===== config.mk =====
export PLATFORM = sky130hd
export DESIGN_NAME = fetch_decode_pipe_flat
export DESIGN_NICKNAME = d
export VERILOG_FILES = /design/src/rtl/pipe_pkg.sv /design/src/rtl/fetch_decode_pipe_if.sv /design/src/rtl/sat_counter.sv /design/src/rtl/fetch_decode_pipe.sv /design/src/flat_wrapper.sv
export SDC_FILE = /design/constraint.sdc
export NUM_CORES = 1
export LEC_CHECK = 0
export ABC_AREA = 1
export BUFFER_PORTS_ARGS = -buffer_cell sky130_fd_sc_hd__buf_2
export CORE_ASPECT_RATIO = 1.1
export CORE_UTILIZATION = 55
export DETAILED_ROUTE_END_ITERATION = 6
export PLACE_DENSITY = 0.85
export SETUP_SLACK_MARGIN = 0.02
export SLEW_MARGIN = 10
export SYNTH_ARGS = -nofsm -noshare
export SYNTH_HDL_FRONTEND = slang
export SYNTH_SLANG_ARGS = --single-unit

===== constraint.sdc =====
create_clock -name clk -period 4.32 [get_ports clk]
set_input_delay 0.216 -clock clk [delete_from_list [all_inputs] [get_ports clk]]
set_output_delay 0.216 -clock clk [all_outputs]
set_load 0.05 [all_outputs]

===== src/rtl/pipe_pkg.sv =====
// Shared widths, reset constants and control-bundle field positions
// for the fetch/decode pipeline slice.
package pipe_pkg;

    localparam int XLEN   = 32;
    localparam int CTRL_W = 10;
    localparam int CNT_W  = 16;

    localparam logic [31:0] RESET_PC  = 32'h0000_0000;
    localparam logic [31:0] NOP_INSTR = 32'h0000_0000;

    // Bit positions inside the ID-stage control bundle
    localparam int CTRL_REG_WRITE = 0;
    localparam int CTRL_MEM_READ  = 1;
    localparam int CTRL_MEM_WRITE = 2;
    localparam int CTRL_MEM_TO_REG = 3;
    localparam int CTRL_ALU_SRC   = 4;
    localparam int CTRL_ALU_OP_LO = 5;
    localparam int CTRL_ALU_OP_HI = 6;
    localparam int CTRL_BRANCH    = 7;
    localparam int CTRL_JUMP      = 8;
    localparam int CTRL_REG_DST   = 9;

endpackage


===== src/rtl/fetch_decode_pipe_if.sv =====
// Hazard controls in, fetch/decode pipeline state out.
// slave: the pipeline; master: hazard unit / fetch memory / decoder side.
interface fetch_decode_pipe_if
    import pipe_pkg::*;
#(
    parameter int XLEN_P   = XLEN,
    parameter int CTRL_W_P = CTRL_W,
    parameter int CNT_W_P  = CNT_W
);
    logic                PCWrite;
    logic                IF_IDWrite;
    logic                memRegWriteSelection;
    logic                branch_taken;
    logic [XLEN_P-1:0]   branch_target;
    logic [XLEN_P-1:0]   imem_instr;
    logic [CTRL_W_P-1:0] id_ctrl;

    logic [XLEN_P-1:0]   pc;
    logic [XLEN_P-1:0]   if_id_instr;
    logic [XLEN_P-1:0]   if_id_pc4;
    logic                if_id_valid;
    logic [CTRL_W_P-1:0] id_ex_ctrl;
    logic                id_ex_valid;
    logic [CNT_W_P-1:0]  stall_count;
    logic [CNT_W_P-1:0]  flush_count;

    modport slave (
        input  PCWrite, IF_IDWrite, memRegWriteSelection,
        input  branch_taken, branch_target, imem_instr, id_ctrl,
        output pc, if_id_instr, if_id_pc4, if_id_valid,
        output id_ex_ctrl, id_ex_valid, stall_count, flush_count
    );

    modport master (
        output PCWrite, IF_IDWrite, memRegWriteSelection,
        output branch_taken, branch_target, imem_instr, id_ctrl,
        input  pc, if_id_instr, if_id_pc4, if_id_valid,
        input  id_ex_ctrl, id_ex_valid, stall_count, flush_count
    );

endinterface


===== src/rtl/sat_counter.sv =====
// Saturating up-counter with async active-low clear.
// Ports: clk, rst_n, inc (count enable), count (stops at all-ones).
module sat_counter #(
    parameter int CNT_W = 16
) (
    input  logic             clk,
    input  logic             rst_n,
    input  logic             inc,
    output logic [CNT_W-1:0] count
);

    localparam logic [CNT_W-1:0] MAX = {CNT_W{1'b1}};

    always_ff @(posedge clk or negedge rst_n) begin
        if (!rst_n) begin
            count <= '0;
        end else if (inc && (count != MAX)) begin
            count <= count + 1'b1;
        end
    end

endmodule


===== src/rtl/fetch_decode_pipe.sv =====
// PC, IF/ID and ID/EX control registers with hold, bubble and flush.
// Ports: clk, rst_n, bus (slave side of fetch_decode_pipe_if).
module fetch_decode_pipe
    import pipe_pkg::*;
#(
    parameter int          XLEN_P    = XLEN,
    parameter int          CTRL_W_P  = CTRL_W,
    parameter logic [31:0] RESET_PC_P  = RESET_PC,
    parameter logic [31:0] NOP_INSTR_P = NOP_INSTR,
    parameter int          CNT_W_P   = CNT_W
) (
    input logic                clk,
    input logic                rst_n,
    fetch_decode_pipe_if.slave bus
);

    logic [XLEN_P-1:0]   pc_plus4;
    logic [CTRL_W_P-1:0] ctrl_next;
    logic                stall_inc;

    assign pc_plus4 = bus.pc + XLEN_P'(4);

    // An empty IF/ID slot never forwards live control into EX.
    assign ctrl_next = bus.if_id_valid ? bus.id_ctrl : '0;

    // A flush cycle counts as a flush only, never as a stall.
    assign stall_inc = !bus.PCWrite && !bus.branch_taken;

    always_ff @(posedge clk or negedge rst_n) begin
        if (!rst_n) begin
            bus.pc <= XLEN_P'(RESET_PC_P);
        end else if (bus.branch_taken) begin
            bus.pc <= bus.branch_target;
        end else if (bus.PCWrite) begin
            bus.pc <= pc_plus4;
        end
    end

    always_ff @(posedge clk or negedge rst_n) begin
        if (!rst_n) begin
            bus.if_id_instr <= XLEN_P'(NOP_INSTR_P);
            bus.if_id_pc4   <= '0;
            bus.if_id_valid <= 1'b0;
        end else if (bus.branch_taken) begin
            bus.if_id_instr <= XLEN_P'(NOP_INSTR_P);
            bus.if_id_pc4   <= '0;
            bus.if_id_valid <= 1'b0;
        end else if (bus.IF_IDWrite) begin
            bus.if_id_instr <= bus.imem_instr;
            bus.if_id_pc4   <= pc_plus4;
            bus.if_id_valid <= 1'b1;
        end
    end

    always_ff @(posedge clk or negedge rst_n) begin
        if (!rst_n) begin
            bus.id_ex_ctrl  <= '0;
            bus.id_ex_valid <= 1'b0;
        end else if (bus.branch_taken || bus.memRegWriteSelection) begin
            bus.id_ex_ctrl  <= '0;
            bus.id_ex_valid <= 1'b0;
        end else begin
            bus.id_ex_ctrl  <= ctrl_next;
            bus.id_ex_valid <= bus.if_id_valid;
        end
    end

    sat_counter #(.CNT_W(CNT_W_P)) u_stall_cnt (
        .clk   (clk),
        .rst_n (rst_n),
        .inc   (stall_inc),
        .count (bus.stall_count)
    );

    sat_counter #(.CNT_W(CNT_W_P)) u_flush_cnt (
        .clk   (clk),
        .rst_n (rst_n),
        .inc   (bus.branch_taken),
        .count (bus.flush_count)
    );

endmodule


===== src/flat_wrapper.sv =====
// flat-port wrapper written by rule: the top's interface ports become plain ports
module fetch_decode_pipe_flat import pipe_pkg::*;
#(
    parameter int          XLEN_P    = XLEN,
    parameter int          CTRL_W_P  = CTRL_W,
    parameter logic [31:0] RESET_PC_P  = RESET_PC,
    parameter logic [31:0] NOP_INSTR_P = NOP_INSTR,
    parameter int          CNT_W_P   = CNT_W
)
  (clk, rst_n, bus_PCWrite, bus_IF_IDWrite, bus_memRegWriteSelection, bus_branch_taken, bus_branch_target, bus_imem_instr, bus_id_ctrl, bus_pc, bus_if_id_instr, bus_if_id_pc4, bus_if_id_valid, bus_id_ex_ctrl, bus_id_ex_valid, bus_stall_count, bus_flush_count);
  fetch_decode_pipe_if #(.XLEN_P(XLEN_P), .CTRL_W_P(CTRL_W_P), .CNT_W_P(CNT_W_P)) bus_i ();
  input logic clk;
  input logic rst_n;
  input wire logic [$bits(bus_i.PCWrite)-1:0] bus_PCWrite;
  input wire logic [$bits(bus_i.IF_IDWrite)-1:0] bus_IF_IDWrite;
  input wire logic [$bits(bus_i.memRegWriteSelection)-1:0] bus_memRegWriteSelection;
  input wire logic [$bits(bus_i.branch_taken)-1:0] bus_branch_taken;
  input wire logic [$bits(bus_i.branch_target)-1:0] bus_branch_target;
  input wire logic [$bits(bus_i.imem_instr)-1:0] bus_imem_instr;
  input wire logic [$bits(bus_i.id_ctrl)-1:0] bus_id_ctrl;
  output wire logic [$bits(bus_i.pc)-1:0] bus_pc;
  output wire logic [$bits(bus_i.if_id_instr)-1:0] bus_if_id_instr;
  output wire logic [$bits(bus_i.if_id_pc4)-1:0] bus_if_id_pc4;
  output wire logic [$bits(bus_i.if_id_valid)-1:0] bus_if_id_valid;
  output wire logic [$bits(bus_i.id_ex_ctrl)-1:0] bus_id_ex_ctrl;
  output wire logic [$bits(bus_i.id_ex_valid)-1:0] bus_id_ex_valid;
  output wire logic [$bits(bus_i.stall_count)-1:0] bus_stall_count;
  output wire logic [$bits(bus_i.flush_count)-1:0] bus_flush_count;
  assign bus_i.PCWrite = bus_PCWrite;
  assign bus_i.IF_IDWrite = bus_IF_IDWrite;
  assign bus_i.memRegWriteSelection = bus_memRegWriteSelection;
  assign bus_i.branch_taken = bus_branch_taken;
  assign bus_i.branch_target = bus_branch_target;
  assign bus_i.imem_instr = bus_imem_instr;
  assign bus_i.id_ctrl = bus_id_ctrl;
  assign bus_pc = bus_i.pc;
  assign bus_if_id_instr = bus_i.if_id_instr;
  assign bus_if_id_pc4 = bus_i.if_id_pc4;
  assign bus_if_id_valid = bus_i.if_id_valid;
  assign bus_id_ex_ctrl = bus_i.id_ex_ctrl;
  assign bus_id_ex_valid = bus_i.id_ex_valid;
  assign bus_stall_count = bus_i.stall_count;
  assign bus_flush_count = bus_i.flush_count;
  fetch_decode_pipe #(.XLEN_P(XLEN_P), .CTRL_W_P(CTRL_W_P), .RESET_PC_P(RESET_PC_P), .NOP_INSTR_P(NOP_INSTR_P), .CNT_W_P(CNT_W_P)) u_core (.clk(clk), .rst_n(rst_n), .bus(bus_i));
endmodule

-- Word-level counts from Yosys, hierarchy flattened
Cells that the tools add are included.
- $add $sub $neg: 3
- multipliers: 0
- divide/modulo/power cells: 0
- $lt $le $gt $ge: 0
- eq/ne operators: 2
- shift operators: 0
- multiplexer cells: 11
- bitwise logic cells: 0
- reduce and logical (&&, ||, !) cells: 8
- operator list (cell ; count):
    32-bit 2-to-1 mux ; 6
    16-bit by 1-bit adder with 16-bit output, second input constant ; 2
    32-bit by 3-bit adder with 32-bit output, second input constant ; 1
    16-bit inequality test, second input constant ; 2
    10-bit 2-to-1 mux ; 2
    2-bit nonzero test ; 2
    1-bit logical AND ; 3
    1-bit 2-to-1 mux ; 3
    1-bit zero test ; 2
    1-bit logical OR ; 1
- flip-flop bits (word level): 140
- bits in latches: 0
- memory bits (writable): 0
- bits in read-only memories: 0
- output and inout port bits: 140
- memories kept: 0

-- Depth between registers and ports, before layout
- depth after elaboration: 3
- gate-level depth with buffers: 10
- mapped depth without buffers: 9

-- Modules after synthesis
Synthesis repeated with hierarchy kept, for this count alone.
- cell total of the unflattened synthesis: 916
- area, all modules: 7234.4 um^2
- by module, submodules not included (module ; times used ; cells each ; area an instance (um^2)):
    fetch_decode_pipe ; 1 ; 618 ; 5117.4
    sat_counter ; 2 ; 149 ; 1058.5

-- Least setup slack after synthesis
Ideal clock, no wire load.
- path type: register to register
- start point: register u_core.u_flush_cnt.count[0]
- end point: register u_core.u_flush_cnt.count[5]
- library setup time: 120 ps
- arrival time: 1768 ps
- slack: 2432 ps
- cell stages (with the launch flop): 10
- cells stage by stage: dfrtp_1 ha_1 nand3_1 nor2_1 nand3_1 nand2_1 inv_1 buf_2 nand3b_1 nand2_1
- word-level cells in the longest chain between the ends: 2
- RTL lines (what ; line ; text):
    from (decl) ; sat_counter.sv:9 ; output logic [CNT_W-1:0] count
    from (signal assigned) ; sat_counter.sv:18 ; count <= count + 1'b1;
    branches (longest 2 deep; another with 16-bit by 1-bit adder with 16-bit output) ; -- ;
Parallel ways; which one is timed is not known.
A chain may end at the register's enable or synchronous reset.

-- Final worst setup path
- start point: input port bus_branch_taken
- end point: register u_core.bus.if_id_pc4[21]
- word-level cells in the longest chain between the ends: 1
- RTL lines (what ; line ; text):
    from (decl) ; flat_wrapper.sv:17 ; input wire logic [$bits(bus_i.branch_taken)-1:0] bus_branch_taken;
    32-bit 2-to-1 mux / 2-bit nonzero test (equally long branches) ; -- ;
    to (signal assigned) ; fetch_decode_pipe.sv:50 ; bus.if_id_pc4 <= pc_plus4;
    to (decl) ; fetch_decode_pipe_if.sv:30 ; output pc, if_id_instr, if_id_pc4, if_id_valid,
Parallel ways exist; a longest one is shown, timed or not.

==> results by group <==
Outcome
  • Status: finished clean

Worst setup path
  • Critical-path maximum fanout: 45
  • Worst path cell trace: buf_2, clkinv_1, nand4_1, nand2_1
  • Critical Path Start: bus_branch_taken
  • CP bufs+invs: 2
  • Slowest cell on crit path: clkinv_1
  • Crit path required time: around 4600 ps
  • CP peak stage delay: 1220 ps
  • Reg-to-Reg Start: u_core.u_flush_cnt.count[0]$_DFFE_PN0P_
  • Delay-heaviest family, CP: buffers and inverters
  • CP Launch Type: input port
  • Critical Path AT: 2780 ps
  • Crit path kind: input port to flop
  • Crit end category: flop

Floorplan
  • Ports: between 200 and 250
  • FP Rows: 42
  • Die area: between 10,000 and 15,000 um^2
  • Chip width: around 110 um
  • Die Ht: approximately 120 um
  • Core region area: between 10,000 and 15,000 um^2
  • Initial core utilization: 56.55%

Synthesis
  • Mapped cell area: between 6000 and 7000 um^2
  • Top cell type's share of synthesized area: 51.25%
  • Register area share after synthesis: 51.25%
  • Post-Synthesis Net Count: around 890
  • Post-Syn Instances: between 800 and 900
  • Synth warnings: 0
  • Leading post-synthesis cells by cell area: dfrtp_1 51%, nand2_1 14%, a22o_1 4.1%
  • FF+latch count, synth: 140
  • Synth cell types: 31
  • Synth Area per Inst: between 8 and 9 um^2
  • Synth area leader: dfrtp_1

Placed design
  • GPL Wtd Cong: 0.8913
  • IO Port Bufs: 219
  • Placed inst area: roughly 8000 um^2
  • Post-DP HPWL: around 13,000 um
  • Worst Setup Slack post-DPL: around 1900 ps
  • Placed Cells: 1,146

Flow run
  • MaxCap Viol Count: 0

Routing
  • DRT iter0 DRCs: ~520
  • ANT nets after route: 0
  • DRC violations left: 0
  • Drt pass-1 iters: 5
  • DR WL/cell: 15.49 um
  • Drt total wl: 18,390 um
  • Via Count: 6,446
  • Vias/cell: ~5.4

STA
  • Max-slew violation count: 0
  • Clock Skews: between 6 and 7 ps
  • RSZ-0062 raised after global routing: no
  • Achievable clock frequency: roughly 400 MHz
  • Final period util: between 50% and 60%
  • Relative max-transition margin: around a fifth
  • Final setup margin: 1829 ps
  • Hold_ws: 8.608 ps
  • Setup violators final: 0
  • TNS Setup: 0 ps
  • Min Tclk post-route: 2491 ps
  • Worst slew pin tran: roughly 1200 ps
  • Fin. Hold Viols: 0

CTS
  • Clk root buf: clkbuf_16
  • Reg clk slew, reported paths: 60 ps
  • TritonCTS buffer count: 17
  • CTS Sinks: 140
  • CTS H-Tree Depth: 4
  • Post-CTS Setup Inserts: 0
  • Maximum root-to-sink buffer count: 2
  • Clk_lat worst skew: a little over 400 ps
  • CTS tree: yes

Finish
  • Final-layout fill cell count: 978
  • Share of layout cells above drive strength 1: 27.13%
  • Area growth syn-to-layout: 26.58%
  • Fin cells: 1,187
  • Final Cell Area: approximately 8700 um^2
  • Final net count: between 1k and 1.5k

Power and ir drop
  • Max VDD drop: 0.3729 mV
  • Cell Pwr Density: 459.9 nW/um^2
  • Leak: ~4.6 nW

Min path
  • Worst hold start: bus_id_ctrl[1]
  • Hold WC Path Type: input port to flop

Global routing
  • Global-route wire length before repair: between 20,000 and 30,000 um
  • Initial antenna violation count: 1
  • Vias in the first global route: just over 6k
  • Total global-route track usage: around 30%
  • Total grt overflow: 0
  • Pin count of the biggest net entering global routing: 100
[worst register-to-register path, stage by stage, from the launching register on]
cell and delay [ps]:
dfrtp_1 430, ha_1 250, nand3_1 170, nor2_1 230
nand3_1 90, nand2_1 320, inv_1 380, nand3b_1 190
nand2_1 60
[flip-flops by register name, indices dropped and copies added (netlist names)]
name and cells:
u_core.bus.if_id_instr 32, u_core.u_flush_cnt.count 16, u_core.u_stall_cnt.count 16, u_core.bus.id_ex_valid 1
u_core.bus.pc 32, u_core.bus.if_id_valid 1, u_core.bus.if_id_pc4 32, u_core.bus.id_ex_ctrl 10
[path summary, 6_finish.rpt]
kind	end	slack (ps)	cells past startpoint
setup / recovery	u_core.bus.if_id_pc4[21]$_DFFE_PN0P_	1830	4
hold / removal	u_core.bus.id_ex_ctrl[1]$_DFF_PN0_	9	3
setup reg to reg	u_core.u_flush_cnt.count[7]$_DFFE_PN0P_	2080	8
hold reg to reg	u_core.bus.if_id_pc4[2]$_DFFE_PN0P_	470	2
max in group asynchronous	u_core.bus.if_id_instr[20]$_DFFE_PN0P_	2740	3
min in group asynchronous	u_core.u_flush_cnt.count[7]$_DFFE_PN0P_	460	2
[cells in the final DEF, fill, tap and decap left out, drive strengths merged, types with 29 or more instances in the layout]
cell type,n
a22oi,29
buf,223
nand3,41
inv,59
nand4,30
a22o,32
nor2,78
nand2,261
dfrtp,140
o21ai,40
[Yosys cell counts, drive strengths merged]
| cell | count |
|---|---|
| dfrtp | 140 |
| nand3b | 2 |
| ha | 3 |
| clkbuf | 10 |
| xor2 | 15 |
| o21bai | 3 |
| a21oi | 5 |
| buf | 23 |
| nor2 | 78 |
| and2 | 2 |
| nand2 | 261 |
| xnor2 | 13 |
| inv | 59 |
| o31ai | 1 |
| o21ai | 40 |
| a22oi | 29 |
| nor3 | 15 |
| nand3 | 41 |
| a22o | 32 |
| nand4 | 30 |
[metrics by stage]
stage,total power [mW],utilization (%)
finish,3.979,71.58
floorplan,2.329,-
global placement,2.601,66.25
global route,4.149,71.58
detailed placement,2.622,66.25
CTS,3.998,71.56
[cells by family after synthesis]
family / count (synthesis) / share of synthesized area [%]
buffers and inverters: 92 / 5.620
adders and majority gates: 3 / 0.5492
and+or+nand+nor: 429 / 27.86
AOI/OAI and AO/OA: 110 / 11.02
xor gates and xnor gates: 28 / 3.698
DFF: 140 / 51.25
[metal layers]
layer  vias up  wire length, um  track usage [%]
met1      3070             7682            39.41
li1       3096                -                -
met4         0              381            10.56
met2       244             9147            47.89
met5         -                0                0
met3        36             1174            7.115
[layout make-up]
class,count,area (um^2),area share (%)
flip-flops and latches,140,3503,40.49
clock inverters,11,95.09,1.099
repair buffers,232,1222,14.13
clock buffers,20,456.7,5.278
inverters,59,221.5,2.560
multi-input cells,570,2958,34.19
diodes,1,2.502,0.02892
well taps,154,192.7,2.227
[where the power goes]
part	leakage (nW)	switching (mW)	internal (mW)
clock network	0.268	0.549	0.815
registers	1.84	0.158	1.44
logic	2.46	0.770	0.247
[what timing repair did]
item | 4_1_cts | 5_1_grt
hold buffers | 9 | 0
gates resized for setup | 0 | 0
endpoints found under the hold margin | 106 | 0
endpoints found under the setup margin | 0 | 0
Note: power is estimated with default switching activity, not from simulation.
